## src/rtl/multi_sprite_engine.sv

```systemverilog
// ---------------------------------------------------------------------------
// multi_sprite_engine
//
// Moves up to four keyboard-driven single-pixel sprites on a VGA frame
// buffer, one step per timer tick. Each move probes the frame buffer at the
// target pixel; on background the old pixel is erased and the new one drawn,
// otherwise the sprite is marked as collided and stays put.
//
// Optional build macro: SPRITE_WRAP_EN
//   defined   : moves off an edge wrap to the opposite edge (the wrapped
//               target is still probed)
//   undefined : moves off an edge are dropped in SELECT
//
// Ports:
//   clk, reset            clock, synchronous active-high reset
//   keycode[7:0]          PS/2 scan code
//   key_make              1 = make (press), 0 = break (release)
//   key_ext               scan code carried the E0 prefix
//   key_strobe            one-cycle pulse qualifying the key_* inputs
//   color_obs[2:0]        frame-buffer pixel at the previous cycle's x,y
//   x[7:0], y[7:0]        pixel address for probe or plot
//   color_draw[2:0]       colour to write
//   plot                  write enable, one cycle per pixel
//   busy                  high outside IDLE
//   state[3:0]            current FSM state code (debug)
//   collide[N-1:0]        sticky per-sprite blocked flag
//   move[3N-1:0]          per-sprite direction (0 stop,1 up,2 down,3 left,4 right)
//
// Interface timing: x/y/color_draw/plot are registers loaded on entry to a
// state, so they are valid during the state that owns them. A probe issued
// in PROBE therefore has its pixel on color_obs during SAMPLE.
// ---------------------------------------------------------------------------
module multi_sprite_engine #(
    parameter int         NUM_SPRITES = 2,
    parameter int         TICK_CYCLES = 2500000,
    parameter int         X_MAX       = 159,
    parameter int         Y_MAX       = 119,
    parameter logic [2:0] BG_COLOR    = 3'b000
) (
    input  logic                     clk,
    input  logic                     reset,
    input  logic [7:0]               keycode,
    input  logic                     key_make,
    input  logic                     key_ext,
    input  logic                     key_strobe,
    input  logic [2:0]               color_obs,
    output logic [7:0]               x,
    output logic [7:0]               y,
    output logic [2:0]               color_draw,
    output logic                     plot,
    output logic                     busy,
    output logic [3:0]               state,
    output logic [NUM_SPRITES-1:0]   collide,
    output logic [3*NUM_SPRITES-1:0] move
);

    typedef enum logic [3:0] {
        S_INIT   = 4'd0,
        S_IDLE   = 4'd1,
        S_SELECT = 4'd2,
        S_PROBE  = 4'd3,
        S_SAMPLE = 4'd4,
        S_ERASE  = 4'd5,
        S_DRAW   = 4'd6
    } state_e;

    localparam int         TW   = (TICK_CYCLES > 1) ? $clog2(TICK_CYCLES) : 1;
    localparam logic [2:0] LAST = 3'(NUM_SPRITES - 1);

    state_e                          state_q, state_d;
    logic [2:0]                      cur_q, cur_d;      // sprite index; INIT uses it as a plot counter
    logic                            pend_q, pend_d;
    logic [TW-1:0]                   timer_q, timer_d;
    logic [7:0]                      x_q, x_d, y_q, y_d;
    logic [2:0]                      color_q, color_d;
    logic                            plot_q, plot_d;
    logic [NUM_SPRITES-1:0]          collide_q, collide_d;
    logic [NUM_SPRITES-1:0][2:0]     move_q, move_d;
    logic [7:0]                      tgt_x_q, tgt_x_d, tgt_y_q, tgt_y_d;
    logic [7:0]                      pos_x_q [NUM_SPRITES];
    logic [7:0]                      pos_x_d [NUM_SPRITES];
    logic [7:0]                      pos_y_q [NUM_SPRITES];
    logic [7:0]                      pos_y_d [NUM_SPRITES];

    logic       tick, skip, adv;
    logic       key_hit;
    logic [1:0] key_spr;
    logic [2:0] key_dir, cur_dir;
    logic [7:0] cur_x, cur_y, tx, ty;

    // Scan-code decode: which sprite and which direction a key belongs to.
    always_comb begin
        key_hit = 1'b1;
        key_spr = 2'd0;
        key_dir = 3'd0;
        case ({key_ext, keycode})
            {1'b1, 8'h75}: begin key_spr = 2'd0; key_dir = 3'd1; end
            {1'b1, 8'h72}: begin key_spr = 2'd0; key_dir = 3'd2; end
            {1'b1, 8'h6B}: begin key_spr = 2'd0; key_dir = 3'd3; end
            {1'b1, 8'h74}: begin key_spr = 2'd0; key_dir = 3'd4; end
            {1'b0, 8'h1D}: begin key_spr = 2'd1; key_dir = 3'd1; end
            {1'b0, 8'h1B}: begin key_spr = 2'd1; key_dir = 3'd2; end
            {1'b0, 8'h1C}: begin key_spr = 2'd1; key_dir = 3'd3; end
            {1'b0, 8'h23}: begin key_spr = 2'd1; key_dir = 3'd4; end
            {1'b0, 8'h43}: begin key_spr = 2'd2; key_dir = 3'd1; end
            {1'b0, 8'h42}: begin key_spr = 2'd2; key_dir = 3'd2; end
            {1'b0, 8'h3B}: begin key_spr = 2'd2; key_dir = 3'd3; end
            {1'b0, 8'h4B}: begin key_spr = 2'd2; key_dir = 3'd4; end
            {1'b0, 8'h75}: begin key_spr = 2'd3; key_dir = 3'd1; end
            {1'b0, 8'h72}: begin key_spr = 2'd3; key_dir = 3'd2; end
            {1'b0, 8'h6B}: begin key_spr = 2'd3; key_dir = 3'd3; end
            {1'b0, 8'h74}: begin key_spr = 2'd3; key_dir = 3'd4; end
            default:       key_hit = 1'b0;
        endcase
    end

    always_comb begin
        state_d   = state_q;
        cur_d     = cur_q;
        pend_d    = pend_q;
        x_d       = x_q;
        y_d       = y_q;
        color_d   = color_q;
        plot_d    = 1'b0;
        collide_d = collide_q;
        move_d    = move_q;
        tgt_x_d   = tgt_x_q;
        tgt_y_d   = tgt_y_q;
        pos_x_d   = pos_x_q;
        pos_y_d   = pos_y_q;
        skip      = 1'b1;
        adv       = 1'b0;
        tx        = 8'd0;
        ty        = 8'd0;
        cur_x     = 8'd0;
        cur_y     = 8'd0;
        cur_dir   = 3'd0;

        tick    = (timer_q == TW'(TICK_CYCLES - 1));
        timer_d = tick ? '0 : timer_q + TW'(1);

        // Sprites beyond NUM_SPRITES have no loop iteration, so their keys drop out.
        for (int i = 0; i < NUM_SPRITES; i++) begin
            if (cur_q == 3'(i)) begin
                cur_x   = pos_x_q[i];
                cur_y   = pos_y_q[i];
                cur_dir = move_q[i];
            end
            if (key_strobe && key_hit && key_spr == 2'(i)) begin
                if (key_make)
                    move_d[i] = key_dir;
                else if (move_q[i] == key_dir)
                    move_d[i] = 3'd0;
            end
        end

        tx = cur_x;
        ty = cur_y;

        // One-deep tick memory while busy; IDLE consumes it below.
        if (state_q != S_IDLE && tick)
            pend_d = 1'b1;

        case (state_q)
            S_INIT: begin
                if (cur_q == 3'(NUM_SPRITES)) begin
                    state_d = S_IDLE;
                    cur_d   = 3'd0;
                end else begin
                    x_d     = cur_x;
                    y_d     = cur_y;
                    color_d = cur_q + 3'd1;
                    plot_d  = 1'b1;
                    cur_d   = cur_q + 3'd1;
                end
            end
            S_IDLE: begin
                if (tick || pend_q) begin
                    state_d = S_SELECT;
                    cur_d   = 3'd0;
                    pend_d  = 1'b0;
                end
            end
            S_SELECT: begin
                skip = 1'b0;
                case (cur_dir)
                    3'd1: if (cur_y == 8'd0) begin
`ifdef SPRITE_WRAP_EN
                              ty = 8'(Y_MAX);
`else
                              skip = 1'b1;
`endif
                          end else ty = cur_y - 8'd1;
                    3'd2: if (cur_y == 8'(Y_MAX)) begin
`ifdef SPRITE_WRAP_EN
                              ty = 8'd0;
`else
                              skip = 1'b1;
`endif
                          end else ty = cur_y + 8'd1;
                    3'd3: if (cur_x == 8'd0) begin
`ifdef SPRITE_WRAP_EN
                              tx = 8'(X_MAX);
`else
                              skip = 1'b1;
`endif
                          end else tx = cur_x - 8'd1;
                    3'd4: if (cur_x == 8'(X_MAX)) begin
`ifdef SPRITE_WRAP_EN
                              tx = 8'd0;
`else
                              skip = 1'b1;
`endif
                          end else tx = cur_x + 8'd1;
                    default: skip = 1'b1;
                endcase
                if (skip) begin
                    adv = 1'b1;
                end else begin
                    tgt_x_d = tx;
                    tgt_y_d = ty;
                    x_d     = tx;
                    y_d     = ty;
                    state_d = S_PROBE;
                end
            end
            S_PROBE: state_d = S_SAMPLE;
            S_SAMPLE: begin
                if (color_obs != BG_COLOR) begin
                    for (int i = 0; i < NUM_SPRITES; i++)
                        if (cur_q == 3'(i)) collide_d[i] = 1'b1;
                    adv = 1'b1;
                end else begin
                    x_d     = cur_x;
                    y_d     = cur_y;
                    color_d = BG_COLOR;
                    plot_d  = 1'b1;
                    state_d = S_ERASE;
                end
            end
            S_ERASE: begin
                x_d     = tgt_x_q;
                y_d     = tgt_y_q;
                color_d = cur_q + 3'd1;
                plot_d  = 1'b1;
                state_d = S_DRAW;
                for (int i = 0; i < NUM_SPRITES; i++) begin
                    if (cur_q == 3'(i)) begin
                        pos_x_d[i]   = tgt_x_q;
                        pos_y_d[i]   = tgt_y_q;
                        collide_d[i] = 1'b0;
                    end
                end
            end
            S_DRAW:  adv = 1'b1;
            default: state_d = S_INIT;
        endcase

        if (adv) begin
            if (cur_q == LAST) begin
                state_d = S_IDLE;
                cur_d   = 3'd0;
            end else begin
                state_d = S_SELECT;
                cur_d   = cur_q + 3'd1;
            end
        end
    end

    always_ff @(posedge clk) begin
        if (reset) begin
            state_q   <= S_INIT;
            cur_q     <= 3'd0;
            pend_q    <= 1'b0;
            timer_q   <= '0;
            x_q       <= 8'd0;
            y_q       <= 8'd0;
            color_q   <= 3'd0;
            plot_q    <= 1'b0;
            collide_q <= '0;
            move_q    <= '0;
            tgt_x_q   <= 8'd0;
            tgt_y_q   <= 8'd0;
            for (int i = 0; i < NUM_SPRITES; i++) begin
                pos_x_q[i] <= 8'(16 + 32 * i);
                pos_y_q[i] <= 8'(Y_MAX / 2);
            end
        end else begin
            state_q   <= state_d;
            cur_q     <= cur_d;
            pend_q    <= pend_d;
            timer_q   <= timer_d;
            x_q       <= x_d;
            y_q       <= y_d;
            color_q   <= color_d;
            plot_q    <= plot_d;
            collide_q <= collide_d;
            move_q    <= move_d;
            tgt_x_q   <= tgt_x_d;
            tgt_y_q   <= tgt_y_d;
            pos_x_q   <= pos_x_d;
            pos_y_q   <= pos_y_d;
        end
    end

    assign x          = x_q;
    assign y          = y_q;
    assign color_draw = color_q;
    assign plot       = plot_q;
    assign busy       = (state_q != S_IDLE);
    assign state      = state_q;
    assign collide    = collide_q;
    assign move       = move_q;

endmodule

```

## config.mk

```make
export PLATFORM = sky130hd
export DESIGN_NAME = multi_sprite_engine
export DESIGN_NICKNAME = d
export VERILOG_FILES = /design/src/rtl/multi_sprite_engine.sv
export SDC_FILE = /design/constraint.sdc
export NUM_CORES = 1
export LEC_CHECK = 0
export ABC_CLOCK_PERIOD_IN_PS = 4500
export CAP_MARGIN = 20
export CORE_MARGIN = 4
export CORE_UTILIZATION = 50
export CTS_BUF_LIST = sky130_fd_sc_hd__clkbuf_8
export DETAILED_ROUTE_END_ITERATION = 10
export PLACE_DENSITY = 0.69
export SLEW_MARGIN = 10
export SYNTH_ARGS = -nofsm -noshare
export SYNTH_HDL_FRONTEND = slang
export SYNTH_SLANG_ARGS = --single-unit
```

## constraint.sdc

```tcl
create_clock -name clk -period 4.5 [get_ports clk]
set_clock_uncertainty 0.2 [all_clocks]
set_input_delay 0.9 -clock clk [delete_from_list [all_inputs] [get_ports clk]]
set_output_delay 0.9 -clock clk [all_outputs]
set_load 0.005 [all_outputs]
```

Yosys cells after proc, flatten, opt, wreduce, memory -nomap -nowiden
Cells that the tools add are included.
Widths: inputs -> output; s select.
{"block": "classes", "bitwise": 1, "reduce_logical": 37, "mul": 0, "shifts": 0, "n_addsub": 6, "n_eq_ne": 48, "n_mux": 63, "div": 0, "n_lt_le_gt_ge": 0}
{"op": "$mux 8", "n": 14}
{"op": "$pmux 8 s4", "n": 2}
{"op": "$eq 9x7->1 const B", "n": 7}
{"op": "$eq 9x9->1 const B", "n": 4}
{"op": "$mux 3", "n": 12}
{"op": "$pmux 8 s2", "n": 2}
{"op": "$pmux 4 s7", "n": 1}
{"op": "$reduce_or 4->1", "n": 7}
{"op": "$eq 9x5->1 const B", "n": 3}
{"op": "$add 22x1->22 const B", "n": 1}
{"op": "$eq 22x22->1 const B", "n": 1}
{"op": "$mux 4", "n": 5}
{"op": "$eq 9x6->1 const B", "n": 2}
{"op": "$ne 2x2->1 const B", "n": 9}
{"op": "$mux 1", "n": 17}
{"op": "$add 8x1->8 const B", "n": 2}
{"op": "$logic_not 8->1", "n": 2}
{"op": "$reduce_or 16->1", "n": 1}
{"op": "$sub 8x1->8 const B", "n": 2}
{"op": "$eq 4x3->1 const B", "n": 3}
{"op": "$ne 3x3->1 const B", "n": 4}
{"op": "$pmux 3 s4", "n": 1}
{"op": "$reduce_and 2->1", "n": 6}
{"op": "$reduce_and 4->1", "n": 3}
{"op": "30 further kinds", "n": 44}
{"block": "word_totals", "latch_bits": 0, "in_bits": 16, "memories": 0, "word_cells": 173, "ramBits": 0, "rom_bits": 0, "register_bits": 106, "output_inout_bits": 33}

Longest topological paths before layout
{"block": "logic_depth", "word_depth": 11, "ltp_mapped": 15, "depth_no_buf": 11}

Least setup slack after synthesis
No wires, ideal clock.
{"block": "synth_timing", "path_kind": "register -> register", "startpoint": "reg cur_q[0]", "endpoint": "reg cur_q[2]", "arrival_time_ns": 2.827, "synth_period_minus_slack_ns": 3.145, "setup_slack_ns": 1.355, "path_stages_with_launch": 14, "n_path_buf": 2, "path_cell_list": "dfxtp_1 > inv_1 > ha_1 > buf_4 > buf_6 > nand3b_1 > a21oi_2 > ha_1 > nand4_1 > o21a_2 > a211oi_2 > o31a_1 > o22ai_1 > a32o_1"}
{"block": "synth_via", "elab_chain_len": 11}
{"item": "start, declared", "line": "71", "text": "logic [2:0] cur_q, cur_d;"}
{"item": "start signal, assigned", "line": "290", "text": "cur_q <= cur_d;"}
{"item": "$logic_not 3->1", "line": "144", "text": "if (cur_q == 3'(i)) begin"}
{"item": "$mux 8 (2 in a row)", "line": "144"}
{"item": "$eq 8x8->1 (tied with other cells)", "line": "208", "text": "3'd4: if (cur_x == 8'(X_MAX)) begin"}
{"item": "$mux 1, on equally long branches"}
{"item": "$pmux 1 s4", "line": "186", "text": "case (cur_dir)"}
{"item": "$mux 1", "line": "164", "text": "case (state_q)"}
{"item": "$mux 1", "line": "217", "text": "if (skip) begin"}
{"item": "$pmux 1 s3", "line": "164"}
{"item": "$ne 3x3->1 (no line) / $reduce_bool 3->1 (equally long branches)"}
{"item": "$reduce_and 2->1 (no line)"}
Several ways; a longest one is shown, not always the timed one. The select of a mux whose other input is x is not followed.
A chain may end at the register's enable or synchronous reset.

Final worst setup path
{"block": "layout_timing", "startpoint": "reg cur_q[1]", "endpoint": "reg cur_q[2]"}
Same word-level chain as after synthesis.

==> flow_summary.toml <==
[timing]
min_period_over_period = 0.9012
setup_viol = 0
relSlewSlack = 0.3556
hold_ws_ns = 0.2615
period_needed_ns = 4.056
report.final.slew_viol_count = 0
worstMarginPinSlew_ns = 0.9545
fmax_mhz = 246.6
setup_tns_ns = 0
hold_violations = 0
rsz0062_at_grt = "no"

[logic_synthesis]
ys.flop_type = "dfxtp_1"
synth_most_common_cell = "nand2_1"
synthTopCellsByArea = "dfxtp_1, nand2_1, a21oi_1, nor2_1, mux2i_1"
synth.avg_cell_area_um2 = 7.923
post_synth_inst_count = 785
yosys.area.top_type = "dfxtp_1"
syn-num-nets = 807
synth_area_mm2 = 0.006220
async_reset_ff_frac = 0
yosys_warnings = 0
seq_area_frac_synth = 0.3380
yosysTopAreaCellShare = 0.3380
netlist_top_cells_count = "nand2_1, dfxtp_1, a21oi_1"
synth_cell_types = 76
synth.ff_latch_count = 105
synth_edf_count = 0

[floorplan]
die-width_um = 119.5
coreArea_mm2 = 0.01211
rows = 40
dieHeight_um = 119.5
die_area_mm2 = 0.01429
start_util = 0.5135
pin_count = 49

[worst_setup_path]
cp.required_ns = 4.59
cp_num_buf_inv = 3
path_cells = "inv_1, ha_1, buf_4, nand3b_1, a21oi_2, ha_1, nand4_1, o21a_2, a211oi_2, buf_4, o311ai_0, a211oi_2, a32o_1"
reg2reg_depth = 13
critPathMaxFanout = 23
worst-setup-path-type = "flip-flop to flip-flop"
crit_cells = 13
rrSetupSlack_ns = 0.44
crit_start = "cur_q[1]"
r2r-end = "cur_q[2]"
start_kind = "flip-flop"
worstSetupEndpointType = "flip-flop"
critPathMaxStageDelay_ns = 0.82
crit_path_top_delay_cell = "o311ai_0"
crit_family = "compound AO/OA/AOI/OAI gates"
cp.arrival_ns = 4.15
r2r-start = "cur_q[1]"

[clocking]
cts-root-buf = "clkbuf_8"
insertion_delay_ns = 0.40
cts_setup_buffers = 0
cts-hold-fix-buffers = 0
cts_sinks = 105
cts_resized = 0
path_clk_slew_ns = 0.10
cts-buffers-inserted = 9
clockBufferDepth = 2
cts_tree = "yes"
htreeDepth = 3

[routing]
ant_nets = 0
drt_pass1_iterations = 5
wl_per_cell_um = 18.33
wl_mm = 18.19
via_count = 6110
viasPerCell = 6.159
first_iter_violations = 545
drc = 0

[worst_hold_path]
hp-start = "timer_q[0]"
hold_path_class = "flip-flop to flip-flop"
hold_path_depth = 1
min_to = "timer_q[0]"

[global_routing]
antenna_found_initial = 0
grt_util_met2 = 0.3718
track_usage = 0.2519
grt_max_degree = 68
top_usage_layer = "met1"
gr-usage-met3 = 0.04524
use_met1 = 0.3826
grt_pass1_vias = 5527
grt_pass1_wl_mm = 29.20
grt_overflow = 0

[layout]
n_fill_cell = 1147
areaGrowthSynthToFinish_pct = 13.46
final_nets = 841
post-route-util = 0.5826
drive_gt1_frac = 0.09951
insertedDiodeCount = 0

[power]
ir_drop_mv = 0.2313
power_density_mw_per_mm2 = 470.8
leakage_nw = 2.420

[job]
cap_viol_max_count = 0

[place]
port_buffers = 47
place.gp.congestion = 0.9968
dpl.hpwl_mm = 13.47

[status]
outcome = "finished, final reports clean"
[through the flow]
stage / setup slack [ns] / power, W / instance area (um^2) / std cells
6_report: 0.4444 / 0.003323 / 7057 / 992
5_1_grt: 0.1442 / 0.003525 / 7057 / 992
4_1_cts: 0.4472 / 0.003322 / 7038 / 990
3_5_place_dp: 0.4889 / 0.002655 / 6813 / 974
3_3_place_gp: 0.5850 / 0.002634 / 6813 / 974
2_1_floorplan: 1.355 / 0.002199 / 6220 / 785
[state kept, by name (all words and copies together), names as in the netlist, 6 cells and up]
| register | flops |
|---|---|
| timer_q | 22 |
| move | 6 |
| pos_x_q | 16 |
| x | 8 |
| y | 8 |
| tgt_x_q | 8 |
| pos_y_q | 16 |
| tgt_y_q | 8 |
[layout make-up]
class | count | area [um^2] | share of cell area
multi-input combinational | 624 | 3850 | 0.5456
sequential | 105 | 2103 | 0.2980
timing repair buffer | 68 | 626.9 | 0.08883
tap | 168 | 210.2 | 0.02979
clock buffer | 9 | 123.9 | 0.01755
clock inverter | 7 | 101.3 | 0.01436
inverter | 11 | 41.29 | 0.005851
[cell usage in the layout, fill, tap and decap left out, types with 11 or more instances in the layout]
cell type,Yosys,final
buf_4,7,20
dfxtp_1,105,104
nand3b_1,19,19
xnor2_1,11,11
nand2_1,132,132
inv_1,11,12
nor2_1,67,67
mux2i_1,18,18
clkdlybuf4s50_1,0,46
or3_1,12,12
nor3_1,20,19
nand3_1,29,29
xor2_1,19,19
a22oi_1,17,17
nand4_1,11,11
o21ai_0,25,25
a21oi_1,73,73
a21oi_2,11,11
[metal layers]
metal	routed length (um)	part of all wire	vias up
li1	-	-	2920
met1	9063	0.50	2933
met2	7705	0.42	235
met3	1178	0.065	22
met4	239	0.013	0
met5	0	0	-
[where the power goes]
| group | switching, W | internal (W) | leakage, nW |
|---|---|---|---|
| Combinational | 0.000919 | 0.000644 | 1.45 |
| Sequential | 0.0000776 | 0.00102 | 0.851 |
| Clock | 0.000345 | 0.000319 | 0.117 |
| Total | 0.00134 | 0.00198 | 2.42 |
[logic make-up (layout without fill, tap and decap cells)]
group                    after synthesis  in the layout  share of synthesized area
AND/OR/NAND/NOR                      358            358                     0.2893
multiplexers                          18             18                    0.02897
other                                  1              1                  0.0006029
buffers and inverters                 56             95                    0.04385
flip-flops                           105            105                     0.3380
XOR/XNOR                              30             30                    0.04224
adder cells (fa/ha/maj)                6              6                    0.01207
AO/OA/AOI/OAI                        211            211                     0.2450
[worst max-delay path by stage]
stage,to
6_report,cur_q[2]
5_1_grt,y[7]
4_1_cts,cur_q[2]
3_5_place_dp,cur_q[2]
3_3_place_gp,cur_q[2]
2_1_floorplan,cur_q[2]
Power figures use the tool's default switching activity.
